**src/rtl/pad_reader_pkg.sv**
```systemverilog
// Shared definitions for the NES/SNES pad reader.
//   state_e   : frame sequencer states (idle -> latch -> shift -> done)
//   NES_BITS  : frame length of an NES controller
//   SNES_BITS : frame length of an SNES controller (also the widest frame supported)
package pad_reader_pkg;

    typedef enum logic [1:0] {
        ST_IDLE  = 2'd0,
        ST_LATCH = 2'd1,
        ST_SHIFT = 2'd2,
        ST_DONE  = 2'd3
    } state_e;

    localparam int unsigned NES_BITS  = 8;
    localparam int unsigned SNES_BITS = 16;

endpackage

```
**src/rtl/pad_reader_shifter.sv**
```systemverilog
// Per-pad capture: serial shift register, double-buffered button state and
// press/release edge detection.
//   clk          : system clock
//   i_rst        : synchronous, active-high reset
//   i_sample_en  : shift in one (inverted) data bit this cycle
//   i_commit_en  : frame complete; publish shift register and edge events
//   i_data_n     : pad serial data, active low
//   o_buttons    : last committed frame, active high, first-read bit in MSB
//   o_pressed    : new & ~previous, updated on commit
//   o_released   : ~new & previous, updated on commit
module pad_reader_shifter
    import pad_reader_pkg::*;
#(
    parameter int unsigned NUM_BITS = NES_BITS
) (
    input  logic                clk,
    input  logic                i_rst,
    input  logic                i_sample_en,
    input  logic                i_commit_en,
    input  logic                i_data_n,
    output logic [NUM_BITS-1:0] o_buttons,
    output logic [NUM_BITS-1:0] o_pressed,
    output logic [NUM_BITS-1:0] o_released
);

    logic [NUM_BITS-1:0] r_shift;
    // The published button register also serves as the previous-frame
    // reference: both are loaded with the same value on every commit.
    logic [NUM_BITS-1:0] r_buttons;
    logic [NUM_BITS-1:0] r_pressed;
    logic [NUM_BITS-1:0] r_released;

    always_ff @(posedge clk) begin
        if (i_rst) begin
            r_shift    <= '0;
            r_buttons  <= '0;
            r_pressed  <= '0;
            r_released <= '0;
        end else begin
            if (i_sample_en) begin
                r_shift <= {r_shift[NUM_BITS-2:0], ~i_data_n};
            end
            if (i_commit_en) begin
                r_buttons  <= r_shift;
                r_pressed  <= r_shift & ~r_buttons;
                r_released <= ~r_shift & r_buttons;
            end
        end
    end

    assign o_buttons  = r_buttons;
    assign o_pressed  = r_pressed;
    assign o_released = r_released;

endmodule

```
**src/rtl/pad_reader.sv**
```systemverilog
// Multi-port NES/SNES serial gamepad reader. One shared latch/clock pair,
// NUM_PADS data lines sampled in parallel, manual or auto-polled frames.
//   clk                : system clock
//   i_rst              : synchronous, active-high reset
//   i_read_buttons     : one-cycle frame request
//   i_auto_poll_en     : enables the POLL_CYCLES timer
//   o_busy             : high from first latch cycle through the done cycle
//   o_valid            : one-cycle pulse when outputs update
//   o_buttons          : active-high state, pad p at [p*NUM_BITS +: NUM_BITS]
//   o_pressed          : rising button events, valid with o_valid
//   o_released         : falling button events, valid with o_valid
//   i_controller_data  : pad serial data, active low
//   o_controller_latch : shared latch, active high
//   o_controller_clock : shared clock, idles high
module pad_reader
    import pad_reader_pkg::*;
#(
    parameter int unsigned CYCLES_PER_PULSE = 150,
    parameter int unsigned NUM_BITS         = NES_BITS,
    parameter int unsigned NUM_PADS         = 2,
    parameter int unsigned POLL_CYCLES      = 0
) (
    input  logic                         clk,
    input  logic                         i_rst,
    input  logic                         i_read_buttons,
    input  logic                         i_auto_poll_en,
    output logic                         o_busy,
    output logic                         o_valid,
    output logic [NUM_PADS*NUM_BITS-1:0] o_buttons,
    output logic [NUM_PADS*NUM_BITS-1:0] o_pressed,
    output logic [NUM_PADS*NUM_BITS-1:0] o_released,
    input  logic [NUM_PADS-1:0]          i_controller_data,
    output logic                         o_controller_latch,
    output logic                         o_controller_clock
);

    localparam int unsigned P     = CYCLES_PER_PULSE;
    localparam int unsigned CYC_W = $clog2(2 * P);
    localparam int unsigned BIT_W = $clog2(NUM_BITS);

    localparam logic [CYC_W-1:0] CYC_HALF   = CYC_W'(P);
    localparam logic [CYC_W-1:0] CYC_SAMPLE = CYC_W'(3 * P / 2 - 1);
    localparam logic [CYC_W-1:0] CYC_LAST   = CYC_W'(2 * P - 1);
    localparam logic [BIT_W-1:0] BIT_LAST   = BIT_W'(NUM_BITS - 1);

    state_e             r_state, w_state_d;
    logic [CYC_W-1:0]   r_cyc, w_cyc_d;
    logic [BIT_W-1:0]   r_bit, w_bit_d;
    logic               r_pending, w_pending_d;
    logic               r_latch, w_latch_d;
    logic               r_clock, w_clock_d;
    logic               w_start;
    logic               w_poll_tick;
    logic               w_sample_en;
    logic               w_commit_en;

    // Auto-poll timer: counts 0..POLL_CYCLES-1 while enabled, ticks on the last count.
    if (POLL_CYCLES > 0) begin : g_poll
        localparam int unsigned POLL_W = $clog2(POLL_CYCLES + 1);
        localparam logic [POLL_W-1:0] POLL_LAST = POLL_W'(POLL_CYCLES - 1);

        logic [POLL_W-1:0] r_poll_cnt;

        always_ff @(posedge clk) begin
            if (i_rst || !i_auto_poll_en) begin
                r_poll_cnt <= '0;
            end else if (r_poll_cnt == POLL_LAST) begin
                r_poll_cnt <= '0;
            end else begin
                r_poll_cnt <= r_poll_cnt + 1'b1;
            end
        end

        assign w_poll_tick = i_auto_poll_en && (r_poll_cnt == POLL_LAST);
    end else begin : g_no_poll
        logic w_unused_poll_en;
        assign w_unused_poll_en = i_auto_poll_en;
        assign w_poll_tick      = 1'b0;
    end

    assign w_start = (r_state == ST_IDLE) && (i_read_buttons || r_pending || w_poll_tick);

    always_comb begin
        w_state_d   = r_state;
        w_cyc_d     = r_cyc;
        w_bit_d     = r_bit;
        w_sample_en = 1'b0;
        w_commit_en = 1'b0;

        case (r_state)
            ST_IDLE: begin
                if (w_start) begin
                    w_state_d = ST_LATCH;
                    w_cyc_d   = '0;
                    w_bit_d   = '0;
                end
            end
            ST_LATCH, ST_SHIFT: begin
                w_sample_en = (r_cyc == CYC_SAMPLE);
                if (r_cyc == CYC_LAST) begin
                    w_cyc_d = '0;
                    if (r_bit == BIT_LAST) begin
                        w_state_d   = ST_DONE;
                        w_commit_en = 1'b1;
                    end else begin
                        w_state_d = ST_SHIFT;
                        w_bit_d   = r_bit + 1'b1;
                    end
                end else begin
                    w_cyc_d = r_cyc + 1'b1;
                end
            end
            ST_DONE: begin
                w_state_d = ST_IDLE;
            end
            default: begin
                w_state_d = ST_IDLE;
            end
        endcase

        // Requests/ticks while busy coalesce into one pending frame.
        w_pending_d = r_pending;
        if (w_start) begin
            w_pending_d = 1'b0;
        end else if ((i_read_buttons || w_poll_tick) && (r_state != ST_IDLE)) begin
            w_pending_d = 1'b1;
        end

        // Pin levels are registered from next-state so they are glitch-free.
        w_latch_d = (w_state_d == ST_LATCH) && (w_cyc_d < CYC_HALF);
        w_clock_d = !((w_state_d == ST_SHIFT) && (w_cyc_d < CYC_HALF));
    end

    always_ff @(posedge clk) begin
        if (i_rst) begin
            r_state   <= ST_IDLE;
            r_cyc     <= '0;
            r_bit     <= '0;
            r_pending <= 1'b0;
            r_latch   <= 1'b0;
            r_clock   <= 1'b1;
        end else begin
            r_state   <= w_state_d;
            r_cyc     <= w_cyc_d;
            r_bit     <= w_bit_d;
            r_pending <= w_pending_d;
            r_latch   <= w_latch_d;
            r_clock   <= w_clock_d;
        end
    end

    for (genvar p = 0; p < NUM_PADS; p++) begin : g_pad
        pad_reader_shifter #(
            .NUM_BITS (NUM_BITS)
        ) u_shifter (
            .clk         (clk),
            .i_rst       (i_rst),
            .i_sample_en (w_sample_en),
            .i_commit_en (w_commit_en),
            .i_data_n    (i_controller_data[p]),
            .o_buttons   (o_buttons[p*NUM_BITS +: NUM_BITS]),
            .o_pressed   (o_pressed[p*NUM_BITS +: NUM_BITS]),
            .o_released  (o_released[p*NUM_BITS +: NUM_BITS])
        );
    end

    assign o_busy             = (r_state != ST_IDLE);
    assign o_valid            = (r_state == ST_DONE);
    assign o_controller_latch = r_latch;
    assign o_controller_clock = r_clock;

endmodule
```
**config.mk**
```make
export PLATFORM = sky130hd
export DESIGN_NAME = pad_reader
export DESIGN_NICKNAME = d
export VERILOG_FILES = /design/src/rtl/pad_reader_pkg.sv /design/src/rtl/pad_reader_shifter.sv /design/src/rtl/pad_reader.sv
export SDC_FILE = /design/constraint.sdc
export NUM_CORES = 1
export LEC_CHECK = 0
export CORE_MARGIN = 4
export CORE_UTILIZATION = 47
export CTS_CLUSTER_DIAMETER = 40
export DETAILED_ROUTE_END_ITERATION = 12
export PLACE_DENSITY = 0.75
export SLEW_MARGIN = 10
export SYNTH_ARGS = -nofsm -noshare
export SYNTH_HDL_FRONTEND = slang
export SYNTH_SLANG_ARGS = --single-unit
```
**constraint.sdc**
```tcl
create_clock -name clk -period 2.3 [get_ports clk]
set_clock_uncertainty 0.2 [all_clocks]
set_input_delay 0.345 -clock clk [delete_from_list [all_inputs] [get_ports clk]]
set_output_delay 0.345 -clock clk [all_outputs]
set_load 0.05 [all_outputs]
```
==> metrics.txt, run 1 <==
status finished, final reports clean; crit path DAT 2.29 ns; first-pass GRT wire length 12400 um; antenna cell count 0; share of cells above drive strength 1 13.1%; Yosys top cell by area dfxtp_1; # setup viols final 0; slowest stage cell on the critical path or4b_1; core area about 0.0069 mm^2; drt pass-1 iters 4; kind of critical path flop to flop; IO Count 58; Synth area leaders dfxtp_1 (47%), a21oi_1 (8.6%), nand2_1 (7.5%); Final Critical Period 2.27 ns; Clock Tree Root clkbuf_8; DR DRC count 0; area of the multi-input gates between 0.0015 and 0.002 mm^2; prevailing post-synth register cell dfxtp_1; syn nets roughly 400; final-layout fill cell count slightly below 600; Tot Pwr roughly 2900 uW; Crit path largest cell delay roughly 0.49 ns; clock power share between 40% and 50%; Startpoint Class flop; total grt overflow 0; Worst slew margin 64.4%; Post-Syn Area per Cell approximately 8.8 um^2; register area share after synthesis between 40% and 50%; Comb pwr share around 6.6%; Yosys cell types 42; die width 93.3 um; Min-Delay Path Class input port to flop; Max-Cap Viols 0; Pins Over Slew Limit 0; FF+latch count, synth 81; worst slew pin tran ~0.53 ns; sequential power share 49.6%; Int Pwr roughly 2200 uW; register area roughly 0.0016 mm^2; clk slew on worst S/H paths about 0.08 ns; final hold viol count 0; Core Rows 30; Setup crit end kind flop; unrepaired setup endpoints after global routing yes; CP max FO 6; Final ANT Viol Nets 0; ys async rst share 0%; worst vdd ir ~0.00040 V; DP HPWL ~4900 um; setup_tns 0 ns; DRT Wirelength about 7500 um; vias per inst around 5.2; area grow syn2layout 30.7%; EDFF count, synth 0; gpl congestion a little under 0.9; design area 0.00447 mm^2; LEAKAGE around 0.0016 uW; FMAX 0.440 GHz; routed len/inst between 10 and 15 um; Die ar. between 0.008 and 0.009 mm^2; Max Root-Sink Buffers 2; drt initial violations 128; Syn Inst Count 389; Synth Cell Area around 0.0034 mm^2; most numerous cell in the Yosys netlist dfxtp_1; chip height 93.3 um; Num CTS Buffers 9; initial antenna violation count 0; Synth warnings 0; period utilization a little over nine tenths; vias in the first global route between 2000 and 3000; H-tree depth 3; Initial Utilization about half; CTS tree yes; dpl cell area ~0.0042 mm^2; switching power 644 uW; I/O Buffers 56; hold slack about 0.13 ns; Worst EP required ~2.3 ns; sw frac 22.5%; final-stage net count 465; PD cells around 640 mW/mm^2; largest net degree at the start of global routing about 70; Yosys top cell area share between 40% and 50%; Hold Buf Count CTS 0; GRT Total Usage roughly 18%; clk sinks 81; commonest cells in the netlist dfxtp_1 (81), nand2_1 (68), a21oi_1 (59); Vias 2858; clock network latency to the later pin of the worst-skew pair ~0.35 ns; critical path cell sequence inv_1 > ha_2 > nor3b_4 > or2_4 > o2bb2ai_1 > o21ai_1 > a31oi_1 > or4b_1
## flip-flops by register name (all words and copies together) (netlist names)
signal / cells
r_state: 2
o_controller_latch: 1
r_pending: 1
o_controller_clock: 1
r_cyc: 9
g_pad.u_shifter.r_shift: 16
g_pad.u_shifter.o_buttons: 16
r_bit: 3
g_pad.u_shifter.o_pressed: 16
g_pad.u_shifter.o_released: 16
## cells in the final DEF (no fill, tap or decap), types with 2 or more instances in the layout
cell	instances
a21o_1	2
a21oi_1	59
a22oi_1	2
a31oi_1	2
buf_4	19
buf_6	2
bufinv_16	3
clkbuf_8	9
clkdlybuf4s50_1	53
dfxtp_1	77
dfxtp_2	4
ha_1	4
ha_4	2
inv_1	6
mux2i_1	17
nand2_1	68
nand2b_1	3
nand3_1	6
nand3b_1	33
nand4_1	3
nand4bb_4	2
nor2_1	30
nor2_2	2
nor2b_1	9
nor3_1	4
o21ai_0	2
o21ai_1	2
o21ai_2	2
o21ai_4	2
o21bai_1	2
o2bb2ai_1	2
## critical path, delay by kind of cell, from the launching register on
| family | cells | cell delay, ns |
|---|---|---|
| AND/OR/NAND/NOR | 3 | 0.92 |
| AO/OA/AOI/OAI | 3 | 0.42 |
| flip-flops | 1 | 0.36 |
| adder cells (fa/ha/maj) | 1 | 0.18 |
| buffers and inverters | 1 | 0.06 |
## power by group through the flow
stage / logic [uW] / registers, uW / clock network, uW
5_1_grt: 208 / 1420 / 1340
4_1_cts: 185 / 1420 / 1270
6_report: 189 / 1420 / 1250
3_5_place_dp: 181 / 1450 / 0
2_1_floorplan: 115 / 1460 / 0
3_3_place_gp: 180 / 1450 / 0
## final cells by class
class                      instances  area share, %
sequential                        81           36.4
clock buffer                      10           2.86
clock inverter                     6           2.58
tap                               96           2.69
multi-input combinational        277           38.6
inverter                           6          0.504
timing repair buffer              77           16.3
## repair_timing
item / CTS / global route
setup buffers: 0 / 0
pin swaps: 4 / 3
resized for setup: 6 / 10
endpoints found under the setup margin: 2 / 24
hold endpoints to repair: 0 / 0
## per-layer routing
layer / vias up / global-route usage [%] / part of all wire (%)
li1: 1461 / - / -
met1: 1328 / 24.1 / 47
met2: 61 / 26.8 / 46
met3: 8 / 5.39 / 5.9
met4: 0 / 6.96 / 0.94
met5: - / 0 / 0
## stage by stage
| stage | worst slack (ns) | utilization [%] | std cells |
|---|---|---|---|
| 4_1_cts | 0.0325 | 63.8 | 553 |
| 5_1_grt | -0.0605 | 64.3 | 553 |
| 2_1_floorplan | 0.00182 | - | 389 |
| 6_report | 0.0288 | 64.3 | 553 |
| 3_5_place_dp | -0.245 | 60.1 | 537 |
| 3_3_place_gp | -0.195 | 60.1 | 537 |
## cells by family after synthesis
family,after synthesis,share of synthesized area [%]
AOI/OAI and AO/OA,82,14.2
xor gates and xnor gates,1,0.256
adders and majority gates,7,2.56
buffers and inverters,31,3.92
DFF,81,47.5
muxes,17,4.98
and+or+nand+nor,170,26.6
## path summary, 6_finish.rpt
path | to | slack (ns) | cells after the start | startpoint
setup / recovery | o_controller_clock | 0.03 | 8 | r_state[0]
hold / removal | r_cyc[6] | 0.13 | 2 | i_rst
setup reg to reg | o_controller_clock | 0.03 | 8 | r_state[0]
hold reg to reg | g_pad[1].u_shifter.o_pressed[1] | 0.25 | 2 | g_pad[1].u_shifter.o_pressed[1]
Power figures use the tool's default switching activity.
==> run 2, diff against run 1 <==
--- a/config.mk
+++ b/config.mk
@@ -9,6 +9,7 @@
 export CORE_UTILIZATION = 47
 export CTS_CLUSTER_DIAMETER = 40
 export DETAILED_ROUTE_END_ITERATION = 12
+export GPL_TIMING_DRIVEN = 1
 export PLACE_DENSITY = 0.75
 export SLEW_MARGIN = 10
 export SYNTH_ARGS = -nofsm -noshare
==> results of run 2 <==
Same layout as run 1: the final DEF is identical, and so are final timing and power.
==> run 3, diff against run 2 <==
--- a/config.mk
+++ b/config.mk
@@ -10,6 +10,7 @@
 export CTS_CLUSTER_DIAMETER = 40
 export DETAILED_ROUTE_END_ITERATION = 12
 export GPL_TIMING_DRIVEN = 1
+export MAX_ROUTING_LAYER = met4
 export PLACE_DENSITY = 0.75
 export SLEW_MARGIN = 10
 export SYNTH_ARGS = -nofsm -noshare
==> metrics.txt, run 3 (synthesis results as in run 1) <==
status finished, final reports clean; CP max FO 6 (unchanged); CTS tree yes; H-tree depth 3 (unchanged); FMAX 0.442 GHz (+0.35%); Final ANT Viol Nets 0 (unchanged); worst flop-to-flop path endpoint o_controller_clock; Max-Cap Viols 0 (unchanged); design area 0.00448 mm^2 (+0.36%); gpl congestion 0.888 (-0.58%); period utilization 98.4% (-0.34 points); Final Critical Period 2.26 ns (-0.00789 ns); DP HPWL 5050 um (+3.0%); Hold Buf Count CTS 0 (unchanged); commonest non-fill, non-tap cell in the layout dfxtp_1; hold slack 0.252 ns (+0.121 ns); # setup viols final 0 (unchanged); area grow syn2layout 31.2%; Tot Pwr 2750 uW (-3.8%); I/O Buffers 56 (unchanged); Initial Utilization 49.2% (unchanged); final hold viol count 0 (unchanged); setup_tns 0 ns (unchanged); Max Root-Sink Buffers 2 (unchanged); Core Rows 30 (unchanged); register area 0.00163 mm^2 (unchanged); kind of critical path flop to flop; Min-Delay Path Class flop to flop; clk slew on worst S/H paths 0.09 ns (about the same); drt pass-1 iters 4 (unchanged); Startpoint Class flop; worst vdd ir 0.000388 V (-2.3%); drt initial violations 150 (+17%); top routing layer in use met4; DRT Wirelength 7770 um (+3.9%); area of the multi-input gates 0.00173 mm^2 (+0.44%); total grt overflow 0 (unchanged); Critical Path End o_controller_clock; reg2reg path depth 8 (unchanged); Worst EP required 2.33 ns (about the same); most frequent cells in the layout dfxtp_1 (77), nand2_1 (68), a21oi_1 (59), clkdlybuf4s50_1 (53), nand3b_1 (33); core area 0.00694 mm^2 (unchanged); met1 wire length 3650 um (+2.9%); initial antenna violation count 0 (unchanged); clk sinks 81 (unchanged); Pins Over Slew Limit 0 (unchanged); vias per inst 5.13 (-0.64%); DR DRC count 0 (unchanged); final-stage net count 469 (+0.86%); GRT Total Usage 18.8% (+0.94 points); Worst slew margin 46.7% (-18 points); crit path from r_cyc[1]; PD cells 615 mW/mm^2 (-4.1%); antenna cell count 0 (unchanged); worst slew pin tran 0.800 ns (+0.268 ns); dpl cell area 0.00420 mm^2 (+0.48%); first-pass GRT wire length 12600 um (+1.4%); IO Count 58 (unchanged); Die ar. 0.00870 mm^2 (unchanged); LEAKAGE 0.00162 uW (+0.41%); crit path DAT 2.29 ns (about the same); vias in the first global route 2618 (-0.42%); WL met3 434 um (-0.91%); Clock Tree Root clkbuf_8; die width 93.3 um (unchanged); DR WL met2 3610 um (+5.6%); r2r setup slk 0.04 ns (about the same); clock network latency to the later pin of the worst-skew pair 0.34 ns (about the same); largest net degree at the start of global routing 49 (-31%); final-layout fill cell count 583 (-2.2%); launch point of the worst reg-to-reg path r_cyc[1]; Num CTS Buffers 9 (unchanged); share of cells above drive strength 1 14.3% (+1.2 points); Setup crit end kind flop; chip height 93.3 um (unchanged); Vias 2855 (-0.10%); routed len/inst 14.0 um (+3.3%)
[run 3: per-stage QoR]
| step | utilization, % | instances | setup slack [ns] |
|---|---|---|---|
| CTS | 63.9 | 555 | 0.00594 |
| finish | 64.5 | 556 | 0.0367 |
| detailed placement | 60.4 | 538 | -0.227 |
| floorplan | - | 389 | 0.00182 |
| global placement | 60.4 | 538 | -0.171 |
| global route | 64.5 | 556 | -0.0557 |
[run 3: how the worst min path moves through the flow]
stage	from	slack [ns]	endpoint	cells past startpoint
floorplan	r_bit[1]	0.25	r_bit[1]	2
global placement	g_pad[1].u_shifter.o_pressed[7]	0.24	g_pad[1].u_shifter.o_pressed[7]	2
detailed placement	g_pad[0].u_shifter.o_released[2]	0.24	g_pad[0].u_shifter.o_released[2]	2
CTS	g_pad[0].u_shifter.o_pressed[4]	0.25	g_pad[0].u_shifter.o_pressed[4]	2
global route	g_pad[1].u_shifter.o_released[7]	0.27	g_pad[1].u_shifter.o_released[7]	2
finish	g_pad[0].u_shifter.o_pressed[7]	0.25	g_pad[0].u_shifter.o_pressed[7]	2
[run 3: timing repair]
action                     in CTS  in global routing
setup endpoints to repair       2                  3
pin swaps                       2                  7
gates resized for setup         5                 10
setup buffers                   2                  1
[run 3: routing by layer]
layer / GRT usage [%] / up-vias
met5: - / -
met4: 8.91 / 0
met3: 4.51 / 8
met2: 28.1 / 63
met1: 24.1 / 1316
li1: - / 1468
[run 3: cell type report]
| class | count | area share [%] |
|---|---|---|
| multi-input cells | 277 | 38.6 |
| flip-flops and latches | 81 | 36.3 |
| repair buffers | 81 | 17.1 |
| clock buffers | 9 | 2.76 |
| well taps | 96 | 2.68 |
| clock inverters | 6 | 2.07 |
| inverters | 6 | 0.503 |
[run 3: report_power, final]
part | switching [uW] | leakage [uW] | total, uW | internal (uW)
Combinational | 119 | 0.000861 | 200 | 80.6
Sequential | 6.07 | 0.000655 | 1420 | 1410
Clock | 524 | 0.000107 | 1140 | 613
[run 3: critical path: stages, from the launching register on]
cell	delay [ns]
dfxtp_2	0.35
buf_4	0.16
ha_2	0.20
nor3b_1	0.15
o221ai_2	0.16
a22oi_1	0.12
o21ai_1	0.20
a31oi_2	0.14
or4b_1	0.47
